## src/rtl/field_op_arbiter.sv

```systemverilog
// Grants the shared GF(2^m) arithmetic core to one of three sequence controllers,
// forwards the owner's command, tracks the single in-flight operation and routes completions.
module field_op_arbiter #(
   parameter int unsigned TIMEOUT = 1023
) (
   input  logic       clk,
   input  logic       rst_n,
   input  logic [2:0] req,
   input  logic [11:0] req_cmd,
   input  logic [8:0] req_raddr,
   input  logic [8:0] req_waddr,
   input  logic [2:0] req_sel_ab,
   input  logic [2:0] req_sel_cd,
   input  logic [5:0] req_chunk,
   output logic [2:0] grant,
   output logic [3:0] b_command,
   output logic [2:0] read_addr,
   output logic [2:0] write_addr,
   output logic       select_Ram_A_Or_B,
   output logic       select_Ram_C_Or_D,
   output logic [1:0] numbr_of_chunk,
   input  logic       interupt_sqr,
   input  logic       interupt_red,
   input  logic       interupt_swap,
   input  logic       interupt_mul,
   output logic [2:0] done_sqr,
   output logic [2:0] done_red,
   output logic [2:0] done_swap,
   output logic [2:0] done_mul,
   output logic       busy,
   output logic       err_cmd,
   output logic       err_timeout,
   output logic [1:0] dbg_state_o
);

   typedef enum logic [1:0] {ST_IDLE = 2'd0, ST_OWNED = 2'd1, ST_DRAIN = 2'd2} state_t;

   localparam logic [9:0] TMO_LAST = 10'(TIMEOUT - 1);

   state_t     state_q, state_d;
   logic [1:0] owner_q, owner_d;
   logic [2:0] grant_q, grant_d;
   logic [3:0] bcmd_q, bcmd_d;
   logic [2:0] raddr_q, raddr_d, waddr_q, waddr_d;
   logic       sel_ab_q, sel_ab_d, sel_cd_q, sel_cd_d;
   logic [1:0] chunk_q, chunk_d;
   logic [2:0] done_sqr_q, done_sqr_d, done_red_q, done_red_d;
   logic [2:0] done_swap_q, done_swap_d, done_mul_q, done_mul_d;
   logic       busy_q, busy_d;
   logic       err_cmd_q, err_cmd_d, err_tmo_q, err_tmo_d;
   logic [3:0] exp_q, exp_d;
   logic [9:0] cnt_q, cnt_d;

   logic [3:0] cmd_a   [4];
   logic [2:0] raddr_a [4];
   logic [2:0] waddr_a [4];
   logic [1:0] chunk_a [4];
   logic [3:0] req_a, sel_ab_a, sel_cd_a;

   logic [3:0] irq_vec, own_code, own_cmd;
   logic       own_active, completion, timeout_hit, accept, own_reject, foreign_cmd;
   logic       pick_found;
   logic [1:0] pick_idx, scan_idx;

   // Expected-interrupt mask bit order: {swap, red, sqr, mul}.
   function automatic logic [3:0] decode_cmd(input logic [3:0] c);
      case (c)
         4'd1:    decode_cmd = 4'b0001;
         4'd2:    decode_cmd = 4'b0010;
         4'd4:    decode_cmd = 4'b0100;
         4'd5:    decode_cmd = 4'b1000;
         default: decode_cmd = 4'b0000;
      endcase
   endfunction

   function automatic logic [1:0] next_idx(input logic [1:0] i);
      next_idx = (i == 2'd2) ? 2'd0 : i + 2'd1;
   endfunction

   always_comb begin
      for (int i = 0; i < 3; i++) begin
         cmd_a[i]   = req_cmd[4*i +: 4];
         raddr_a[i] = req_raddr[3*i +: 3];
         waddr_a[i] = req_waddr[3*i +: 3];
         chunk_a[i] = req_chunk[2*i +: 2];
      end
      cmd_a[3]   = '0;
      raddr_a[3] = '0;
      waddr_a[3] = '0;
      chunk_a[3] = '0;
      req_a      = {1'b0, req};
      sel_ab_a   = {1'b0, req_sel_ab};
      sel_cd_a   = {1'b0, req_sel_cd};
   end

   assign irq_vec     = {interupt_swap, interupt_red, interupt_sqr, interupt_mul};
   assign own_active  = (state_q == ST_OWNED);
   assign own_cmd     = cmd_a[owner_q];
   assign own_code    = decode_cmd(own_cmd);
   assign completion  = busy_q && |(exp_q & irq_vec);
   assign timeout_hit = busy_q && !completion && (cnt_q == TMO_LAST);
   // A new command may ride on the same edge as the completion of the previous one.
   assign accept      = own_active && (own_code != 4'd0) && (!busy_q || completion);
   assign own_reject  = own_active && (own_cmd != 4'd0) && !accept;
   assign busy_d      = accept ? 1'b1 : ((completion || timeout_hit) ? 1'b0 : busy_q);

   always_comb begin
      foreign_cmd = 1'b0;
      for (int i = 0; i < 3; i++) begin
         if ((cmd_a[i] != 4'd0) && !(own_active && (owner_q == 2'(i)))) foreign_cmd = 1'b1;
      end
   end

   // Round-robin scan starts just after the previous owner.
   always_comb begin
      pick_found = 1'b0;
      pick_idx   = 2'd0;
      scan_idx   = next_idx(owner_q);
      for (int k = 0; k < 3; k++) begin
         if (!pick_found && req_a[scan_idx]) begin
            pick_found = 1'b1;
            pick_idx   = scan_idx;
         end
         scan_idx = next_idx(scan_idx);
      end
   end

   always_ff @(posedge clk) begin
      if (!rst_n) state_q <= ST_IDLE;
      else        state_q <= state_d;
   end

   always_comb begin
      state_d = state_q;
      case (state_q)
         ST_IDLE:  if (pick_found) state_d = ST_OWNED;
         ST_OWNED: if (!req_a[owner_q]) state_d = busy_d ? ST_DRAIN : ST_IDLE;
         ST_DRAIN: if (!busy_d) state_d = ST_IDLE;
         default:  state_d = ST_IDLE;
      endcase
   end

   always_comb begin
      owner_d  = owner_q;
      grant_d  = grant_q;
      raddr_d  = raddr_q;
      waddr_d  = waddr_q;
      sel_ab_d = sel_ab_q;
      sel_cd_d = sel_cd_q;
      chunk_d  = chunk_q;
      if (state_q == ST_IDLE && state_d == ST_OWNED) begin
         owner_d = pick_idx;
         grant_d = 3'b001 << pick_idx;
      end else if (state_d == ST_IDLE) begin
         grant_d = '0;
      end
      if (own_active) begin
         raddr_d  = raddr_a[owner_q];
         waddr_d  = waddr_a[owner_q];
         sel_ab_d = sel_ab_a[owner_q];
         sel_cd_d = sel_cd_a[owner_q];
         chunk_d  = chunk_a[owner_q];
      end
      bcmd_d      = accept ? own_cmd : 4'd0;
      exp_d       = accept ? own_code : exp_q;
      cnt_d       = (accept || !busy_q || completion || timeout_hit) ? 10'd0 : cnt_q + 10'd1;
      done_sqr_d  = interupt_sqr  ? grant_q : 3'b000;
      done_red_d  = interupt_red  ? grant_q : 3'b000;
      done_swap_d = interupt_swap ? grant_q : 3'b000;
      done_mul_d  = interupt_mul  ? grant_q : 3'b000;
      err_cmd_d   = own_reject || foreign_cmd;
      err_tmo_d   = timeout_hit;
   end

   always_ff @(posedge clk) begin
      if (!rst_n) begin
         owner_q     <= 2'd2;
         grant_q     <= '0;
         bcmd_q      <= '0;
         raddr_q     <= '0;
         waddr_q     <= '0;
         sel_ab_q    <= 1'b0;
         sel_cd_q    <= 1'b0;
         chunk_q     <= '0;
         done_sqr_q  <= '0;
         done_red_q  <= '0;
         done_swap_q <= '0;
         done_mul_q  <= '0;
         busy_q      <= 1'b0;
         err_cmd_q   <= 1'b0;
         err_tmo_q   <= 1'b0;
         exp_q       <= '0;
         cnt_q       <= '0;
      end else begin
         owner_q     <= owner_d;
         grant_q     <= grant_d;
         bcmd_q      <= bcmd_d;
         raddr_q     <= raddr_d;
         waddr_q     <= waddr_d;
         sel_ab_q    <= sel_ab_d;
         sel_cd_q    <= sel_cd_d;
         chunk_q     <= chunk_d;
         done_sqr_q  <= done_sqr_d;
         done_red_q  <= done_red_d;
         done_swap_q <= done_swap_d;
         done_mul_q  <= done_mul_d;
         busy_q      <= busy_d;
         err_cmd_q   <= err_cmd_d;
         err_tmo_q   <= err_tmo_d;
         exp_q       <= exp_d;
         cnt_q       <= cnt_d;
      end
   end

   assign grant             = grant_q;
   assign b_command         = bcmd_q;
   assign read_addr         = raddr_q;
   assign write_addr        = waddr_q;
   assign select_Ram_A_Or_B = sel_ab_q;
   assign select_Ram_C_Or_D = sel_cd_q;
   assign numbr_of_chunk    = chunk_q;
   assign done_sqr          = done_sqr_q;
   assign done_red          = done_red_q;
   assign done_swap         = done_swap_q;
   assign done_mul          = done_mul_q;
   assign busy              = busy_q;
   assign err_cmd           = err_cmd_q;
   assign err_timeout       = err_tmo_q;
   assign dbg_state_o       = state_q;

endmodule

```

## config.mk

```make
export PLATFORM = sky130hd
export DESIGN_NAME = field_op_arbiter
export DESIGN_NICKNAME = d
export VERILOG_FILES = /design/src/rtl/field_op_arbiter.sv
export SDC_FILE = /design/constraint.sdc
export NUM_CORES = 1
export LEC_CHECK = 0
export ABC_AREA = 1
export CORE_MARGIN = 2
export CORE_UTILIZATION = 27
export DETAILED_ROUTE_END_ITERATION = 8
export DONT_BUFFER_PORTS = 1
export GPL_TIMING_DRIVEN = 0
export SKIP_LAST_GASP = 1
export SYNTH_ARGS = -nofsm -noshare
export SYNTH_HDL_FRONTEND = slang
export SYNTH_SLANG_ARGS = --single-unit
```

## constraint.sdc

```tcl
create_clock -name clk -period 3.5 [get_ports clk]
set_input_delay 0.525 -clock clk [delete_from_list [all_inputs] [get_ports clk]]
set_output_delay 0.525 -clock clk [all_outputs]
set_load 0.05 [all_outputs]
```

**After elaboration in Yosys (flattened, before gate mapping)**

Index checks and enable logic that the tools add are counted.

- Add/subtract/negate cells: 4
- Magnitude comparators: 5
- Eq/ne operators: 12
- Shift operators: 1
- Mux-type cells: 46
- Bitwise gates (word level): 3
- Reduce and logical (&&, ||, !) cells: 46

Operators by type and width:

| kind | count |
|---|---|
| 2-to-1 mux 2 bit | 12 |
| nonzero test 4 bit | 5 |
| 2-to-1 mux 3 bit | 6 |
| logical AND 1 bit | 16 |
| one-hot mux 4 bit (4 select lines) | 1 |
| 2-to-1 mux 1 bit | 14 |
| binary-select mux 1 bit (select 2 bit) | 6 |
| binary-select mux 3 bit (select 2 bit) | 2 |
| < comparator 2 x 3 -> 1 bit, second input constant | 4 |
| adder 10 x 1 -> 10 bit, second input constant | 1 |
| == test 10 bit, second input constant | 1 |
| AND reduction 2 bit | 5 |
| binary-select mux 4 bit (select 2 bit) | 1 |
| == test 2 bit, second input constant | 4 |
| == test 4 x 3 -> 1 bit, second input constant | 2 |
| zero test 1 bit | 8 |
| 2-to-1 mux 4 bit | 2 |
| adder 2 x 1 -> 2 bit, second input constant | 3 |
| == test 2 x 1 -> 1 bit, second input constant | 3 |
| zero test 2 bit | 3 |
| logical OR 1 bit | 6 |
| one-hot mux 2 bit (3 select lines) | 1 |
| AND 4 bit | 1 |
| binary-select mux 2 bit (select 2 bit) | 1 |
| other kinds (9) | 9 |

- Register bits: 50
- Output and inout bits: 34

**Depth between registers and ports, before layout**

- Depth in word-level cells: 16
- Mapped depth: 14
- Depth with buffers taken out: 13

**Worst setup path before layout**

Ideal clock, no wire load.

- Path type: register to register
- From: register state_q[0] (netlist: dbg_state_o[0])
- To: register grant_q[0] (netlist: grant[0])
- Arrival time: 1715 ps
- Path slack: 1717 ps
- Cell stages (with the launch flop): 11
- Buffers on the path: 0
- Clock period less this slack: 1783 ps
- Cell sequence: dfxtp_1 -> inv_2 -> nor2_1 -> inv_2 -> nor2_1 -> nand4_1 -> nand3_2 -> nand2_2 -> nand2_2 -> nand2_1 -> a21oi_2

- Longest elaborated chain between the ends: 10
- Elaborated cells on any way between the ends: 16

RTL lines:

| element | RTL line | source |
|---|---|---|
| from (decl) | 40 | `state_t state_q, state_d;` |
| from (signal assigned) | 130 | `else state_q <= state_d;` |
| == test 2 x 1 -> 1 bit | 97, 135 |  |
| logical AND 1 bit (2 in a row) | 103 | `assign accept = own_active && (own_code != 4'd0) && (!busy_q \|\| completion);` |
| 2-to-1 mux 1 bit | 105 | `assign busy_d = accept ? 1'b1 : ((completion \|\| timeout_hit) ? 1'b0 : busy_q);` |
| 2-to-1 mux 2 bit (2 in a row) | 137 | `ST_OWNED: if (!req_a[owner_q]) state_d = busy_d ? ST_DRAIN : ST_IDLE;` |
| one-hot mux 2 bit (3 select lines) | 135 | `case (state_q)` |
| == test 2 x 1 -> 1 bit | 151 | `if (state_q == ST_IDLE && state_d == ST_OWNED) begin` |
| logical AND 1 bit | 151 |  |
| 2-to-1 mux 3 bit / nonzero test 2 bit (equally long branches) | -- |  |
| to (signal assigned) | 196 | `grant_q <= grant_d;` |
| to (decl) | 42 | `logic [2:0] grant_q, grant_d;` |

Several ways; a longest one is shown, not always the timed one.
A chain may end at the register's enable or synchronous reset.

**Worst setup path after layout**

- From: register state_q[0] (netlist: dbg_state_o[0])
- To: register chunk_q[1] (netlist: numbr_of_chunk[1])

- Longest elaborated chain between the ends: 1

RTL lines:

| element | RTL line | source |
|---|---|---|
| == test 2 x 1 -> 1 bit | 97 | `assign own_active = (state_q == ST_OWNED);` |
| to (signal assigned) | 202 | `chunk_q <= chunk_d;` |
| to (decl) | 46 | `logic [1:0] chunk_q, chunk_d;` |

Every way passes these cells.

==> metrics.txt <==
RSZ-0062 raised after global routing no; drt wl/cell 14.5 µm; Seq pwr share 47.7%; Area contributors post-synth dfxtp_1, nand2_1, nor2_1; leakage power 0.000934 µW; CTS Buf Count 5; Mapped Nets 348; Critical Path AT 2.36 ns; Sink Count 50; synthesized area 0.00228 mm²; # Max-Cap Violations 0; P_sw about 1000 µW; IO buf count 0; antenna-violating nets left 0; status finished, final reports clean; Initial Util 27.7%; vias in the first global route 1988; Power Density 834 mW/mm²; DR iter-0 viols 86; Die Y 95.9 µm; Critical Path Start Type register; number of enable flip-flop cells after synthesis 0; hold path cells 2; Slew Limit Headroom 60.0%; DP Wirelength 4780 µm; P_int 1070 µW; Layout area overhead 9.77%; most instantiated library cell after synthesis nand2_1; critical path class register to register; nets 355; CTS tree yes; largest net degree at the start of global routing 15; Worst Skew about 0.009 ns; top cell type's share of synthesized area 43.9%; WL final about 6000 µm; switch share around half; dominant synthesized flop cell dfxtp_1; Total Routing Usage GR 13.7%; Setup WS post-layout ~1.4 ns; Final period util 60.6%; fmax 471 MHz; Peak VDD IR 0.304 mV; count of final setup violators 0; Post-CTS Setup Inserts 0; CTS resizes 0; vias per std cell 4.97; Core ar. 0.00822 mm²; # fillers 887; initial antenna violation count 0; Final min period 2.12 ns; crit end category register; Worst Hold Class primary input to register; H-tree levels 2; DP Worst Slack 1.33 ns; data required time of the worst path 3.74 ns; share of layout cells above drive strength 1 13.9%; ANT cells 0; Max Slew Vio Count 0; R2R depth 6; CTS Root Cell clkbuf_8; vias 2026; final setup TNS 0 ns; Mapped Cells between 200 and 300; crit path max fanout 10; hold_buf cts 0; sequential-to-total area share from yosys stat 43.9%; Comb power frac 36.0%; Die X 95.9 µm; Clock Power Share roughly 16%; Hold Vio Cnt, Final 0; grt total ovfl 0; post-synth cell types 40; synthesized flop and latch total 50; worst-margin pin slew 0.599 ns; first-pass GRT wire length 9560 µm; average cell area after synthesis 7.72 µm²; I/O pins 85; # DRC 0; YS warnings 0; Max clock buf depth 2; Post-synth ARST share 0%; Reg clk slew, reported paths roughly 0.09 ns; later-pin clock latency in the skew report roughly 0.30 ns; DIE AREA between 0.009 and 0.01 mm²; Synth area leader dfxtp_1; DRT Pass-1 Iters 4; RePlAce Congestion 0.816; row cnt 33; synth cell count leaders nand2_1, dfxtp_1, nor2_1, nand3_1, inv_1
==> cell families (layout without fill, tap and decap cells) <==
kind of cell             count (synthesis)  after routing  share of synthesized area, %
buffers and inverters                   33             41                          6.48
other                                    1              1                         0.165
flip-flops                              50             50                          43.9
XOR/XNOR                                 2              2                         0.769
AO/OA/AOI/OAI                           50             50                          14.7
adder cells (fa/ha/maj)                  2              2                          1.10
AND/OR/NAND/NOR                        157            157                          32.9
==> cell usage in the layout (no fill, tap or decap), types with 2 or more instances in the layout <==
cell,count
nand2_1,64
dfxtp_1,50
nor2_1,41
nand3_1,24
inv_1,15
o21ai_0,9
a21oi_1,9
clkbuf_1,7
nand3_2,6
inv_2,6
o21ai_1,6
a41oi_1,6
clkbuf_8,6
nand2_2,5
a22oi_1,5
a31oi_1,4
a21oi_2,3
nor4_1,3
nor3b_1,3
xor2_1,2
nor3_1,2
buf_6,2
nor2_4,2
inv_4,2
o211ai_1,2
or2_2,2
ha_1,2
==> sequential cells by signal, indices dropped and copies added (netlist names), 2 cells and up <==
register / flops
cnt_q: 10
b_command: 4
exp_q: 4
done_mul: 3
done_red: 3
done_sqr: 3
done_swap: 3
grant: 3
read_addr: 3
write_addr: 3
dbg_state_o: 2
numbr_of_chunk: 2
owner_q: 2
==> critical path: stages, from the launching register on <==
cell and delay, ns:
dfxtp_1 0.67, inv_2 0.09, nor2_1 0.21, clkbuf_1 0.43, clkbuf_1 0.37, o21ai_0 0.13, a31oi_1 0.16
==> worst paths after layout <==
path / startpoint / to / slack [ns]
setup / recovery: dbg_state_o[0] / numbr_of_chunk[1] / 1.38
hold / removal: rst_n / read_addr[0] / 0.35
setup reg to reg: dbg_state_o[0] / numbr_of_chunk[1] / 1.38
hold reg to reg: exp_q[1] / exp_q[1] / 0.47
==> layer usage <==
metal | routed length [µm] | global-route usage, %
met2 | 2900 | 24.3
met4 | 106 | 4.40
met3 | 379 | 3.52
met5 | 0 | 0
met1 | 2540 | 16.1
==> through the flow <==
step	total power, µW	cells	utilization (%)	area, µm²	hold slack [ns]
2_1_floorplan	1580	295	-	2280	0.430
3_3_place_gp	1750	400	29.3	2410	0.447
3_5_place_dp	1760	400	29.3	2410	0.456
4_1_cts	2110	408	30.4	2500	0.340
5_1_grt	2230	408	30.4	2500	0.355
6_report	2090	408	30.4	2500	0.354
==> cell type report <==
cell class / instances / area (µm²) / share of cell area (%)
sequential: 50 / 1000 / 40.0
tap: 105 / 131 / 5.25
clock buffer: 7 / 86.3 / 3.45
buffer: 10 / 56.3 / 2.25
multi-input combinational: 212 / 1130 / 45.2
inverter: 23 / 91.3 / 3.65
clock inverter: 1 / 5.00 / 0.200
==> power groups by stage <==
stage	registers (µW)	clock network [µW]	logic, µW
floorplan	986	0	598
global placement	1010	0	738
detailed placement	1010	0	756
CTS	997	356	757
global route	1010	373	847
finish	994	341	751
Note: power is estimated with default switching activity, not from simulation.
